### config.mk
export PLATFORM = sky130hd
export DESIGN_NAME = stream_pool2x2
export DESIGN_NICKNAME = d
export VERILOG_FILES = /design/src/rtl/stream_pool2x2.sv
export SDC_FILE = /design/constraint.sdc
export NUM_CORES = 1
export LEC_CHECK = 0
export BUFFER_PORTS_ARGS = -buffer_cell sky130_fd_sc_hd__clkbuf_2
export CAP_MARGIN = 15
export CORE_MARGIN = 5
export CORE_UTILIZATION = 40
export CTS_BUF_LIST = sky130_fd_sc_hd__clkbuf_16
export CTS_CLUSTER_DIAMETER = 60
export CTS_CLUSTER_SIZE = 8
export DETAILED_ROUTE_END_ITERATION = 8
export SETUP_SLACK_MARGIN = 0.4
export SYNTH_ARGS = -nofsm -noshare
export SYNTH_HDL_FRONTEND = slang
export SYNTH_SLANG_ARGS = --single-unit
export TNS_END_PERCENT = 50
### constraint.sdc
create_clock -name clk -period 7.7 [get_ports clk]
set_clock_uncertainty 0.15 [all_clocks]
set_input_delay 0.385 -clock clk [delete_from_list [all_inputs] [get_ports clk]]
set_output_delay 0.385 -clock clk [all_outputs]
set_load 0.02 [all_outputs]
### src/rtl/stream_pool2x2.sv
// 2x2 stride-2 pooling over a raster pixel stream (average or max).
// Each pooled result is registered on the edge that accepts the odd-row/odd-column
// pixel closing its window. A pending result that downstream has not taken
// stalls the input.
module stream_pool2x2 #(
   parameter int DATA_W    = 32,
   parameter int WIDTH_IN  = 8,
   parameter int HEIGHT_IN = 8
) (
   input  logic              clk,
   input  logic              reset_n,
   input  logic              mode,
   input  logic              in_valid,
   output logic              in_ready,
   input  logic [DATA_W-1:0] in_data,
   output logic              out_valid,
   input  logic              out_ready,
   output logic [DATA_W-1:0] out_data,
   output logic              out_last
);

   localparam int CW  = $clog2(WIDTH_IN);
   localparam int RW  = $clog2(HEIGHT_IN);
   localparam int HW  = WIDTH_IN / 2;
   localparam int LBW = (HW > 1) ? $clog2(HW) : 1;
   localparam int LBD = 1 << LBW;

   logic [CW-1:0]     col;
   logic [RW-1:0]     row;
   logic              mode_q;
   logic [DATA_W-1:0] hold;
   logic [DATA_W:0]   linebuf [LBD];

   logic              accept;
   logic              col_last;
   logic              row_last;
   logic              col_odd;
   logic              row_odd;
   logic [LBW-1:0]    lb_idx;
   logic [DATA_W:0]   lb_rd;
   logic [DATA_W-1:0] lb_max;
   logic [DATA_W:0]   sum2;
   logic [DATA_W+1:0] sum4;
   logic [DATA_W-1:0] max2;
   logic [DATA_W-1:0] max4;
   logic [DATA_W:0]   lb_wr;
   logic [DATA_W-1:0] result;

   assign in_ready = !out_valid || out_ready;
   assign accept   = in_valid && in_ready;
   assign col_last = (col == CW'(WIDTH_IN - 1));
   assign row_last = (row == RW'(HEIGHT_IN - 1));
   assign col_odd  = col[0];
   assign row_odd  = row[0];
   assign lb_idx   = LBW'(col >> 1);
   assign lb_rd    = linebuf[lb_idx];
   assign lb_max   = lb_rd[DATA_W-1:0];

   // Pair and window combine. The average keeps the full four-pixel sum
   // (two extra bits) and divides once, so no precision is lost per pixel.
   always_comb begin
      sum2   = {1'b0, hold} + {1'b0, in_data};
      sum4   = {1'b0, lb_rd} + {2'b00, hold} + {2'b00, in_data};
      max2   = (in_data > hold) ? in_data : hold;
      max4   = (lb_max > max2) ? lb_max : max2;
      lb_wr  = mode_q ? {1'b0, max2} : sum2;
      result = mode_q ? max4 : sum4[DATA_W+1:2];
   end

   // Raster position, per-frame mode capture and the even-column hold register.
   always_ff @(posedge clk or negedge reset_n) begin
      if (!reset_n) begin
         col    <= '0;
         row    <= '0;
         mode_q <= 1'b0;
         hold   <= '0;
      end else if (accept) begin
         if (col == '0 && row == '0) mode_q <= mode;
         if (!col_odd) hold <= in_data;
         if (col_last) begin
            col <= '0;
            row <= row_last ? '0 : row + RW'(1);
         end else begin
            col <= col + CW'(1);
         end
      end
   end

   // Line buffer holds even-row pair results; every entry is rewritten in
   // each even row before the odd row reads it, so it needs no reset.
   always_ff @(posedge clk) begin
      if (accept && !row_odd && col_odd) linebuf[lb_idx] <= lb_wr;
   end

   // Output register: load on a window-closing pixel, otherwise clear on transfer.
   always_ff @(posedge clk or negedge reset_n) begin
      if (!reset_n) begin
         out_valid <= 1'b0;
         out_data  <= '0;
         out_last  <= 1'b0;
      end else if (accept && row_odd && col_odd) begin
         out_valid <= 1'b1;
         out_data  <= result;
         out_last  <= row_last && col_last;
      end else if (out_valid && out_ready) begin
         out_valid <= 1'b0;
         out_last  <= 1'b0;
      end
   end

endmodule

==> insert_results.sql <==
INSERT INTO impl_metrics (metric_group, metric, value, unit) VALUES
('outcome', 'run_status', 'finished clean', ''),
('global_route', 'grt_pass1_wl', '65350', 'µm'),
('die', 'num_io_pins', '72', ''),
('global_route', 'largest_net_degree_at_the_start_of_global_routing', '74', ''),
('setup_path', 'cp_data_arrival_time', '6.88', 'ns'),
('yosys', 'synth_area_leader_cell', 'sky130_fd_sc_hd__edfxtp_1', ''),
('sta', 'setup_tns', '0', 'ns'),
('sta', 'final.min_clock_period', '6.557', 'ns'),
('clock_tree', 'cts.root.buffer_cell', 'sky130_fd_sc_hd__clkbuf_16', ''),
('sta', 'timing_worst_slew_pin_value', '1.048', 'ns'),
('clock_tree', 'cts-root-to-sink-buffers', '3', ''),
('route', 'route.vias.total', '11400', ''),
('die', 'rows', '69', ''),
('clock_tree', 'htree_num_levels', '1', ''),
('sta', 'max_freq', '0.1525', 'GHz'),
('clock_tree', 'clk_pin_slew_worst_paths', '0.05', 'ns'),
('sta', 'setup_violations', '0', ''),
('min_path', 'min-delay-path-class', 'primary input to register', ''),
('die', 'fp.coreArea', '0.03548', 'mm²'),
('yosys', 'synth_commonest_cells', 'sky130_fd_sc_hd__ha_1 (133), sky130_fd_sc_hd__edfxtp_1 (132), sky130_fd_sc_hd__o21ai_0 (125), sky130_fd_sc_hd__a21oi_1 (110), sky130_fd_sc_hd__nand2_1 (109)', ''),
('clock_tree', 'cts_inserted_buffers', '30', ''),
('sta', 'maxSlewViolCount', '0', ''),
('yosys', 'synth_nets', '1597', ''),
('yosys', 'yosysUniqueCellTypes', '68', ''),
('setup_path', 'regToRegStartpoint', 'hold[28]', ''),
('placed_design', 'port_buffers', '71', ''),
('global_route', 'grt_overflow_total', '0', ''),
('route', 'antenna_left', '0', ''),
('min_path', 'timing.hold.worst_path_depth', '3', ''),
('job', 'drv_cap', '0', ''),
('die', 'initial_utilization', '40.43', '%'),
('setup_path', 'cp_max_fo', '25', ''),
('sta', 'finalHoldViolations', '0', ''),
('cells_and_area', 'finish.net_count', '1688', ''),
('yosys', 'post-synth-top-count-cell', 'sky130_fd_sc_hd__ha_1', ''),
('yosys', 'synth_ff_type', 'sky130_fd_sc_hd__edfxtp_1', ''),
('route', 'detail_route.wirelength', '42310', 'µm'),
('sta', 'unrepaired_setup_endpoints_after_global_routing', 'no', ''),
('setup_path', 'worst_r2r_path_depth', '22', ''),
('route', 'avgViaCountPerCell', '5.786', ''),
('yosys', 'post_synth.cell_area_avg', '10.29', 'µm²'),
('clock_tree', 'cts_sinks', '205', ''),
('setup_path', 'cp_slowest_cell', 'sky130_fd_sc_hd__nor4_1', ''),
('setup_path', 'critical_path.startpoint_type', 'register', ''),
('setup_path', 'r2r_slack', '1.14', 'ns'),
('yosys', 'synth-edff-count', '132', ''),
('cells_and_area', 'filler_cell_count', '3287', ''),
('global_route', 'first_global_vias', '11350', ''),
('yosys', 'synthesis.area', '0.01435', 'mm²'),
('setup_path', 'timing.setup.critical_path_class', 'register to register', ''),
('route', 'drt-pass1-iter-count', '5', ''),
('global_route', 'grt_util_all_layers', '21.10', '%'),
('global_route', 'antenna_found_initial', '0', ''),
('yosys', 'yosysWarningCount', '0', ''),
('clock_tree', 'tritoncts', 'done', ''),
('die', 'die_w', '199.4', 'µm'),
('setup_path', 'number_of_logic_stages_on_the_critical_path_including_buffering', '22', ''),
('yosys', 'yosysSeqAreaShare', '40.36', '%'),
('yosys', 'postSynthCellCount', '1394', ''),
('cells_and_area', 'layout-drive-gt1-share', '12.47', '%'),
('yosys', 'synth-async-reset-ratio', '35.61', '%'),
('route', 'detail_route.drc_violations', '0', ''),
('yosys', 'post-synth-top-area-fraction', '27.63', '%'),
('min_path', 'capture_endpoint_of_the_worst_hold_path', 'hold[30]', ''),
('setup_path', 'critical_path.cell_chain', 'inv_1 > ha_1 > nand4_1 > nor4_1 > nand3_1 > nand2_1 > o22a_1 > nand2_1 > buf_4 > o21ai_0 > inv_1 > ha_1 > nand3_1 > nor4_1 > o211ai_1 > o211ai_1 > nor3_1 > or2_2 > buf_12 > a311oi_1 > a31oi_1 > o21ai_1', ''),
('yosys', 'synth_top_cells_by_area', 'sky130_fd_sc_hd__edfxtp_1 (28%), sky130_fd_sc_hd__dfrtp_1 (13%), sky130_fd_sc_hd__ha_1 (12%), sky130_fd_sc_hd__mux4_2 (5.0%), sky130_fd_sc_hd__fa_1 (4.6%)', ''),
('setup_path', 'max_stage_delay', '0.63', 'ns'),
('route', 'dr.first_iter.drc_count', '856', ''),
('placed_design', 'routabilityCongestion', '0.9003', ''),
('min_path', 'hp-start', 'in_data[30]', ''),
('cells_and_area', 'flow.area_growth_from_synthesis', '14.50', '%');
how the worst max path moves through the flow:
| stage | start | end | slack [ns] |
|---|---|---|---|
| floorplan | col[1] | linebuf[1][0] | 2.08 |
| global placement | hold[28] | out_data[26] | 1.29 |
| detailed placement | hold[28] | out_data[26] | 1.22 |
| CTS | hold[28] | out_data[26] | 1.18 |
| global route | hold[28] | out_data[24] | 0.79 |
| finish | hold[28] | out_data[26] | 1.14 |
tightest hold or removal path: stages:
cell                       delay, ns
sky130_fd_sc_hd__clkbuf_2       0.16
sky130_fd_sc_hd__nand2_1        0.06
sky130_fd_sc_hd__o21ai_0        0.07
area by class of cell:
cell class | count | area (µm²) | area share [%]
Antenna cell | 1 | 2.502 | 0.01523
Clock buffer | 31 | 775.7 | 4.723
Sequential cell | 205 | 5794 | 35.28
Clock inverter | 24 | 91.34 | 0.5561
Timing Repair Buffer | 120 | 818.3 | 4.982
Multi-Input combinational cell | 1033 | 8010 | 48.77
Inverter | 95 | 356.6 | 2.171
Tap cell | 461 | 576.8 | 3.512
through the flow:
step                      hold WS [ns]  setup WS (ns)  util, %  cells  cell area (µm²)
after detailed placement        0.3169          1.222    43.08   1887            15290
after global routing           0.01192         0.7927    46.29   1969            16420
after global placement          0.3193          1.292    43.08   1887            15290
final                         0.009924          1.143    46.29   1970            16430
after CTS                     0.004171          1.185    46.29   1969            16420
after floorplan               -0.06059          2.081        -   1394            14350
metal layers:
metal  wire length, µm  global-route usage (%)  vias to the layer above
met5                 0                       0                        -
met4              1101                   5.811                        0
met3              2788                   3.052                       65
met2             19380                   33.89                      394
met1             19040                   30.12                     5564
li1                  -                       -                     5376
what timing repair did:
item | 4_1_cts | 5_1_grt
gates resized for setup | 0 | 0
setup buffers | 0 | 0
hold endpoints to repair | 100 | 0
hold buffers | 27 | 0
sequential cells by signal (all words and copies together), names as in the netlist:
signal     count
out_last       1
col            3
hold          32
mode_q         1
out_valid      1
linebuf      132
row            3
out_data      32
cell usage in the layout (no fill, tap or decap), types with 33 or more instances in the layout:
| master | instances |
|---|---|
| sky130_fd_sc_hd__edfxtp_1 | 132 |
| sky130_fd_sc_hd__fa_1 | 33 |
| sky130_fd_sc_hd__o21ai_0 | 125 |
| sky130_fd_sc_hd__nand2_1 | 109 |
| sky130_fd_sc_hd__ha_1 | 133 |
| sky130_fd_sc_hd__clkbuf_2 | 70 |
| sky130_fd_sc_hd__a21oi_1 | 110 |
| sky130_fd_sc_hd__inv_1 | 114 |
| sky130_fd_sc_hd__nor2_1 | 69 |
| sky130_fd_sc_hd__dfrtp_1 | 70 |
| sky130_fd_sc_hd__nor3_1 | 39 |
kinds of logic after synthesis:
family | synth area share (%)
AOI/OAI and AO/OA | 18.51
xor gates and xnor gates | 2.808
adders and majority gates | 16.20
buffers and inverters | 4.108
DFF | 40.36
muxes | 6.436
and+or+nand+nor | 11.57
Power is not shown: default switching activity piles up to over one toggle a cycle in this logic, so the estimate is an artifact.
